===== config.mk =====
export PLATFORM = sky130hd
export DESIGN_NAME = bti_mux
export DESIGN_NICKNAME = d
export VERILOG_FILES = /design/src/rtl/bti_mux.sv
export SDC_FILE = /design/constraint.sdc
export NUM_CORES = 1
export LEC_CHECK = 0
export BUFFER_PORTS_ARGS = -buffer_cell sky130_fd_sc_hd__buf_4
export CELL_PAD_IN_SITES_DETAIL_PLACEMENT = 0
export CELL_PAD_IN_SITES_GLOBAL_PLACEMENT = 1
export CORE_AREA = 2 2 123 125
export DETAILED_ROUTE_END_ITERATION = 10
export DIE_AREA = 0 0 125 127
export GPL_TIMING_DRIVEN = 1
export PLACE_DENSITY = 0.65
export SKIP_LAST_GASP = 1
export SLEW_MARGIN = 30
export SYNTH_ARGS = -nofsm -noshare
export SYNTH_HDL_FRONTEND = slang
export SYNTH_SLANG_ARGS = --single-unit

===== constraint.sdc =====
create_clock -name clk -period 2.71 [get_ports clk]
set_input_delay 0.813 -clock clk [delete_from_list [all_inputs] [get_ports clk]]
set_output_delay 0.813 -clock clk [all_outputs]
set_load 0.01 [all_outputs]

===== src/rtl/bti_mux.sv =====
// Many-to-one BTI interconnect: round-robin arbitration of host requests onto one guest port,
// with an in-order ID FIFO that routes guest responses back to the originating host.
module bti_mux #(
  parameter int unsigned BTI_AW     = 32,
  parameter int unsigned BTI_DW     = 32,
  parameter int unsigned HST_NUM    = 2,
  parameter int unsigned OSTD_DEPTH = 4,
  localparam int unsigned HID_W     = $clog2(HST_NUM)
) (
  input  logic                                clk,
  input  logic                                rst_n,
  // host request channels (this block is slave)
  input  logic [HST_NUM-1:0]                  host_req_vld_i,
  output logic [HST_NUM-1:0]                  host_req_rdy_o,
  input  logic [HST_NUM-1:0][BTI_AW-1:0]      host_req_addr_i,
  input  logic [HST_NUM-1:0]                  host_req_wr_i,
  input  logic [HST_NUM-1:0][BTI_DW-1:0]      host_req_wdata_i,
  input  logic [HST_NUM-1:0][BTI_DW/8-1:0]    host_req_wstrb_i,
  // host response channels
  output logic [HST_NUM-1:0]                  host_rsp_vld_o,
  input  logic [HST_NUM-1:0]                  host_rsp_rdy_i,
  output logic [HST_NUM-1:0][BTI_DW-1:0]      host_rsp_rdata_o,
  // guest request channel
  output logic                                gst_req_vld_o,
  input  logic                                gst_req_rdy_i,
  output logic [BTI_AW-1:0]                   gst_req_addr_o,
  output logic                                gst_req_wr_o,
  output logic [BTI_DW-1:0]                   gst_req_wdata_o,
  output logic [BTI_DW/8-1:0]                 gst_req_wstrb_o,
  // guest response channel
  input  logic                                gst_rsp_vld_i,
  output logic                                gst_rsp_rdy_o,
  input  logic [BTI_DW-1:0]                   gst_rsp_rdata_i
);

  localparam int unsigned PW = $clog2(OSTD_DEPTH);
  localparam int unsigned CW = PW + 1;

  logic [HID_W-1:0] rr_ptr_q, rr_ptr_d;
  logic [HID_W-1:0] locked_id_q, locked_id_d;
  logic             lock_q, lock_d;
  logic [HID_W-1:0] fifo_mem_q [OSTD_DEPTH];
  logic [PW-1:0]    wptr_q, wptr_d, rptr_q, rptr_d;
  logic [CW-1:0]    cnt_q, cnt_d;

  logic [HID_W-1:0] idx, cand, grant, head;
  logic             cand_vld, grant_vld;
  logic             fifo_full, fifo_empty, req_hs, rsp_hs;

  assign fifo_full  = (cnt_q == CW'(OSTD_DEPTH));
  assign fifo_empty = (cnt_q == '0);
  assign head       = fifo_mem_q[rptr_q];

  // First requesting host at or above rr_ptr, wrapping modulo HST_NUM.
  always_comb begin
    idx      = '0;
    cand     = rr_ptr_q;
    cand_vld = 1'b0;
    for (int unsigned i = 0; i < HST_NUM; i++) begin
      idx = HID_W'((32'(rr_ptr_q) + i) % HST_NUM);
      if (!cand_vld && host_req_vld_i[idx]) begin
        cand_vld = 1'b1;
        cand     = idx;
      end
    end
  end

  // A stalled guest request keeps its grant so the presented fields stay stable.
  always_comb begin
    grant     = lock_q ? locked_id_q : cand;
    grant_vld = lock_q ? host_req_vld_i[locked_id_q] : cand_vld;
  end

  always_comb begin
    gst_req_vld_o   = rst_n && grant_vld && !fifo_full;
    gst_req_addr_o  = host_req_addr_i[grant];
    gst_req_wr_o    = host_req_wr_i[grant];
    gst_req_wdata_o = host_req_wdata_i[grant];
    gst_req_wstrb_o = host_req_wstrb_i[grant];
    host_req_rdy_o  = '0;
    if (rst_n && grant_vld && !fifo_full && gst_req_rdy_i) begin
      host_req_rdy_o[grant] = 1'b1;
    end
    req_hs = gst_req_vld_o && gst_req_rdy_i;
  end

  // Responses with nothing outstanding are accepted and dropped.
  always_comb begin
    host_rsp_vld_o = '0;
    if (rst_n && gst_rsp_vld_i && !fifo_empty) begin
      host_rsp_vld_o[head] = 1'b1;
    end
    for (int unsigned i = 0; i < HST_NUM; i++) begin
      host_rsp_rdata_o[i] = gst_rsp_rdata_i;
    end
    gst_rsp_rdy_o = rst_n && (fifo_empty || host_rsp_rdy_i[head]);
    rsp_hs        = gst_rsp_vld_i && gst_rsp_rdy_o && !fifo_empty;
  end

  always_comb begin
    rr_ptr_d    = rr_ptr_q;
    lock_d      = lock_q;
    locked_id_d = locked_id_q;
    wptr_d      = wptr_q;
    rptr_d      = rptr_q;
    if (req_hs) begin
      rr_ptr_d = (grant == HID_W'(HST_NUM - 1)) ? '0 : grant + HID_W'(1);
      lock_d   = 1'b0;
      wptr_d   = wptr_q + PW'(1);
    end else if (gst_req_vld_o) begin
      lock_d      = 1'b1;
      locked_id_d = grant;
    end
    if (rsp_hs) begin
      rptr_d = rptr_q + PW'(1);
    end
    cnt_d = cnt_q + CW'(req_hs) - CW'(rsp_hs);
  end

  always_ff @(posedge clk or negedge rst_n) begin
    if (!rst_n) begin
      rr_ptr_q    <= '0;
      lock_q      <= 1'b0;
      locked_id_q <= '0;
      wptr_q      <= '0;
      rptr_q      <= '0;
      cnt_q       <= '0;
      for (int unsigned i = 0; i < OSTD_DEPTH; i++) begin
        fifo_mem_q[i] <= '0;
      end
    end else begin
      rr_ptr_q    <= rr_ptr_d;
      lock_q      <= lock_d;
      locked_id_q <= locked_id_d;
      wptr_q      <= wptr_d;
      rptr_q      <= rptr_d;
      cnt_q       <= cnt_d;
      if (req_hs) begin
        fifo_mem_q[wptr_q] <= grant;
      end
    end
  end

`ifndef SYNTHESIS
  rsp_when_empty: assert property (@(posedge clk) disable iff (!rst_n)
    !(gst_rsp_vld_i && fifo_empty))
    else $warning("bti_mux: guest response with no outstanding request dropped");

  locked_host_holds_vld: assert property (@(posedge clk) disable iff (!rst_n)
    !(lock_q && !host_req_vld_i[locked_id_q]))
    else $error("bti_mux: locked host withdrew its request");
`endif

endmodule


==> run_summary.xml <==
<?xml version="1.0" encoding="UTF-8"?>
<metrics>
  <group name="clock_network">
    <metric name="clockBufferDepth" unit="">2</metric>
    <metric name="total_number_of_clock_tree_sinks" unit="">14</metric>
    <metric name="cts-buffers-inserted" unit="">3</metric>
    <metric name="cts_tree" unit="">done</metric>
    <metric name="clk_transition_reported_paths" unit="ns">0.05</metric>
    <metric name="cts.htree.levels" unit="">1</metric>
    <metric name="cts_root_buffer" unit="">clkbuf_16</metric>
    <metric name="clock_latency_reported_for_the_late_side_of_the_worst_skew_pair" unit="ns">0.24</metric>
  </group>
  <group name="routing">
    <metric name="route.vias.total" unit="">2323</metric>
    <metric name="detailedRoute.firstPassIterationCount" unit="">4</metric>
    <metric name="drc_errors" unit="">0</metric>
    <metric name="detail_route.iter0.violations" unit="">45</metric>
    <metric name="detail_route.wirelength" unit="um">10400</metric>
    <metric name="avgViaCountPerCell" unit="">4.00</metric>
    <metric name="ant_nets" unit="">0</metric>
    <metric name="post_drt_wl_per_cell" unit="um">17.8</metric>
  </group>
  <group name="placed_design">
    <metric name="numPortBuffers" unit="">220</metric>
    <metric name="area_of_placed_instances" unit="sq um">3630</metric>
    <metric name="dp_hpwl" unit="um">7440</metric>
    <metric name="place.gp.congestion" unit="">0.821</metric>
    <metric name="dpl.cell_count" unit="">562</metric>
  </group>
  <group name="final_layout">
    <metric name="fill_cells" unit="">1475</metric>
    <metric name="final_util" unit="%">30.1</metric>
    <metric name="finalNonFillerCells" unit="">581</metric>
    <metric name="insertedDiodeCount" unit="">0</metric>
    <metric name="layout-drive-gt1-share" unit="%">85.4</metric>
    <metric name="final_design_area_no_fill" unit="sq um">4350</metric>
    <metric name="area.growth.synth_to_final" unit="%">102</metric>
    <metric name="fin_nets" unit="">583</metric>
  </group>
  <group name="sta">
    <metric name="finalMaxSlewViolations" unit="">0</metric>
    <metric name="clock.fmax" unit="MHz">350</metric>
    <metric name="hold_viol_final" unit="">0</metric>
    <metric name="hold_slack" unit="ns">0.516</metric>
    <metric name="period_share" unit="%">105</metric>
    <metric name="timing.final.setup_violations" unit="">69</metric>
    <metric name="fin_worst_skew" unit="ns">0.000830</metric>
    <metric name="tightestPinTransition" unit="ns">0.284</metric>
    <metric name="min_period" unit="ns">2.86</metric>
    <metric name="fin_ws" unit="ns">-0.149</metric>
    <metric name="max-slew-margin-rel" unit="%">80.5</metric>
    <metric name="grt_setup_unrepaired" unit="">true</metric>
  </group>
  <group name="pwr">
    <metric name="power.share.clock" unit="%">7.7</metric>
    <metric name="p_int" unit="mW">2.58</metric>
    <metric name="power.share.sequential" unit="%">10.5</metric>
    <metric name="power.density_cell_area" unit="nW/um^2">936</metric>
    <metric name="vdd.ir_drop.worst" unit="uV">318</metric>
    <metric name="leakage_power_total" unit="nW">2.19</metric>
    <metric name="power_switching_share" unit="%">36.6</metric>
    <metric name="sw_power" unit="mW">1.49</metric>
    <metric name="combPwrFrac" unit="%">81.9</metric>
    <metric name="totalPowerFinal" unit="mW">4.07</metric>
  </group>
  <group name="die">
    <metric name="start_util" unit="%">15.0</metric>
    <metric name="fp.dieArea" unit="sq um">15900</metric>
    <metric name="io_pins" unit="">317</metric>
    <metric name="rows" unit="">44</metric>
    <metric name="die_w" unit="um">125</metric>
    <metric name="floorplan.core_area" unit="sq um">14400</metric>
    <metric name="fp.dieH" unit="um">127</metric>
  </group>
  <group name="synth">
    <metric name="most_used_flip_flop_cell_after_synthesis" unit="">dfrtp_1</metric>
    <metric name="count_of_state_elements_after_synthesis" unit="">14</metric>
    <metric name="most_numerous_cell_types_in_the_synthesized_netlist" unit="">mux2_2 (70), buf_4 (67), dfrtp_1 (14)</metric>
    <metric name="syn_avg_cell_area" unit="sq um">9.85</metric>
    <metric name="synth-edff-count" unit="">0</metric>
    <metric name="synth_top_cells_by_area" unit="">mux2_2 (37%), buf_4 (23%), dfrtp_1 (16%)</metric>
    <metric name="synth_area_leader_cell" unit="">mux2_2</metric>
    <metric name="synth_warnings" unit="">0</metric>
    <metric name="mapped_area" unit="sq um">2160</metric>
    <metric name="yosysUniqueCellTypes" unit="">31</metric>
    <metric name="postSynthCellCount" unit="">219</metric>
    <metric name="postSynth.asyncResetShare" unit="%">100</metric>
    <metric name="synthDominantCellAreaShare" unit="%">36.5</metric>
    <metric name="synthMostInstantiatedCell" unit="">mux2_2</metric>
    <metric name="postSynthNetCount" unit="">404</metric>
    <metric name="yosysSeqAreaShare" unit="%">16.2</metric>
  </group>
  <group name="hold_path">
    <metric name="min-delay-path-class" unit="">reg2reg</metric>
  </group>
  <group name="global_routing">
    <metric name="grt_start_max_net_pins" unit="">34</metric>
    <metric name="first_global_vias" unit="">2373</metric>
    <metric name="wire_length_of_the_first_global_routing_pass" unit="um">13100</metric>
    <metric name="gr-total-overflow" unit="">0</metric>
    <metric name="number_of_antenna_violations_at_the_first_check_in_global_routing" unit="">0</metric>
    <metric name="grt_usage" unit="%">10.6</metric>
  </group>
  <group name="critical_path">
    <metric name="critPathLaunchType" unit="">input port</metric>
    <metric name="critPathMaxFanout" unit="">6</metric>
    <metric name="cp.arrival" unit="ns">2.05</metric>
    <metric name="timing.critical_path.to_type" unit="">primary output</metric>
    <metric name="worstSetupPathType" unit="">in2out</metric>
    <metric name="worst_ep_required_time" unit="ns">1.90</metric>
  </group>
  <group name="status">
    <metric name="violated_checks" unit="">negative setup slack</metric>
    <metric name="run_status" unit="">finished with violations</metric>
  </group>
  <group name="job">
    <metric name="drv.max_cap_violation_count" unit="">0</metric>
  </group>
</metrics>
[routing by layer]
metal / track usage [%] / vias to the layer above / share of wire [%]
met1: 10.3 / 1067 / 32
met5: 0 / - / 0
met4: 3.07 / 0 / 1.9
met2: 21.6 / 182 / 57
met3: 3.14 / 23 / 9.1
li1: - / 1051 / -
[worst max-delay path, stage by stage]
cell,delay (ns)
buf_8,0.10
inv_8,0.05
a21oi_4,0.05
o21ai_4,0.19
buf_6,0.15
buf_12,0.12
buf_16,0.13
mux2_4,0.30
buf_6,0.12
[worst paths after layout]
check | from | end | slack, ns | cells past startpoint
min in group asynchronous | rst_n | rr_ptr_q | 0.53 | 2
max reg2reg | rptr_q[1] | cnt_q[2] | 0.20 | 11
min | fifo_mem_q[1] | fifo_mem_q[1] | 0.52 | 1
max in group asynchronous | rst_n | fifo_mem_q[0] | 1.99 | 2
max | host_req_vld_i[0] | gst_req_wdata_o[7] | -0.15 | 9
min reg2reg | fifo_mem_q[1] | fifo_mem_q[1] | 0.52 | 1
[power by group through the flow]
stage | Clock [mW] | Combinational (mW) | Sequential, mW
floorplan | 0 | 1.44 | 0.384
global placement | 0 | 2.32 | 0.401
detailed placement | 0 | 2.35 | 0.408
CTS | 0.319 | 2.82 | 0.408
global route | 0.329 | 3.55 | 0.444
finish | 0.311 | 3.33 | 0.426
[placed cells by master, fill, tap and decap left out, types with 2 or more instances in the layout]
cell type / netlist / layout
dfrtp_1: 14 / 14
mux2_4: 4 / 41
o21ai_0: 4 / 4
clkbuf_16: 0 / 6
buf_4: 67 / 191
nor2_1: 6 / 3
inv_1: 7 / 5
nand3_1: 3 / 3
buf_8: 0 / 3
mux2i_1: 6 / 5
nor2_2: 0 / 2
xnor2_1: 3 / 3
buf_12: 0 / 4
buf_6: 0 / 43
and3_1: 4 / 4
mux2_2: 70 / 33
nand2_1: 2 / 2
ha_1: 6 / 6
buf_16: 0 / 2
[state kept, by name, indices dropped and copies added (netlist names)]
| register | cells |
|---|---|
| cnt_q | 3 |
| fifo_mem_q | 4 |
| lock_q | 1 |
| locked_id_q | 1 |
| rptr_q | 2 |
| rr_ptr_q | 1 |
| wptr_q | 2 |
[cell type report]
cell class / instances / area (sq um) / area share, %
Clock buffer: 4 / 88.8 / 2.04
Inverter: 7 / 33.8 / 0.777
Multi-Input combinational cell: 126 / 1470 / 33.8
Sequential cell: 14 / 350 / 8.06
Tap cell: 184 / 230 / 5.30
Timing Repair Buffer: 246 / 2170 / 50.0
[timing repair]
action | 4_1_cts | 5_1_grt
buffers inserted | 6 | 3
hold buffers | 0 | 0
pin swaps | 1 | 5
resized for setup | 28 | 78
cloned | 3 | 5
endpoints found under the setup margin | 70 | 72
[kinds of logic after synthesis]
| logic type | count (synthesis) | share of synthesized area, % |
|---|---|---|
| multiplexers | 80 | 42.1 |
| AND/OR/NAND/NOR | 22 | 5.80 |
| AO/OA/AOI/OAI | 13 | 4.12 |
| XOR/XNOR | 4 | 1.62 |
| adder cells (fa/ha/maj) | 7 | 4.41 |
| flip-flops | 14 | 16.2 |
| buffers and inverters | 79 | 25.7 |
[per-stage QoR]
stage | worst slack, ns | TNS (ns)
final | -0.149 | -7.46
after global placement | -0.227 | -12.97
after global routing | -0.196 | -11.02
after floorplan | 0.0315 | 0
after detailed placement | -0.240 | -14.02
after CTS | -0.177 | -9.68
No activity file was read; power rests on OpenSTA's default activity.
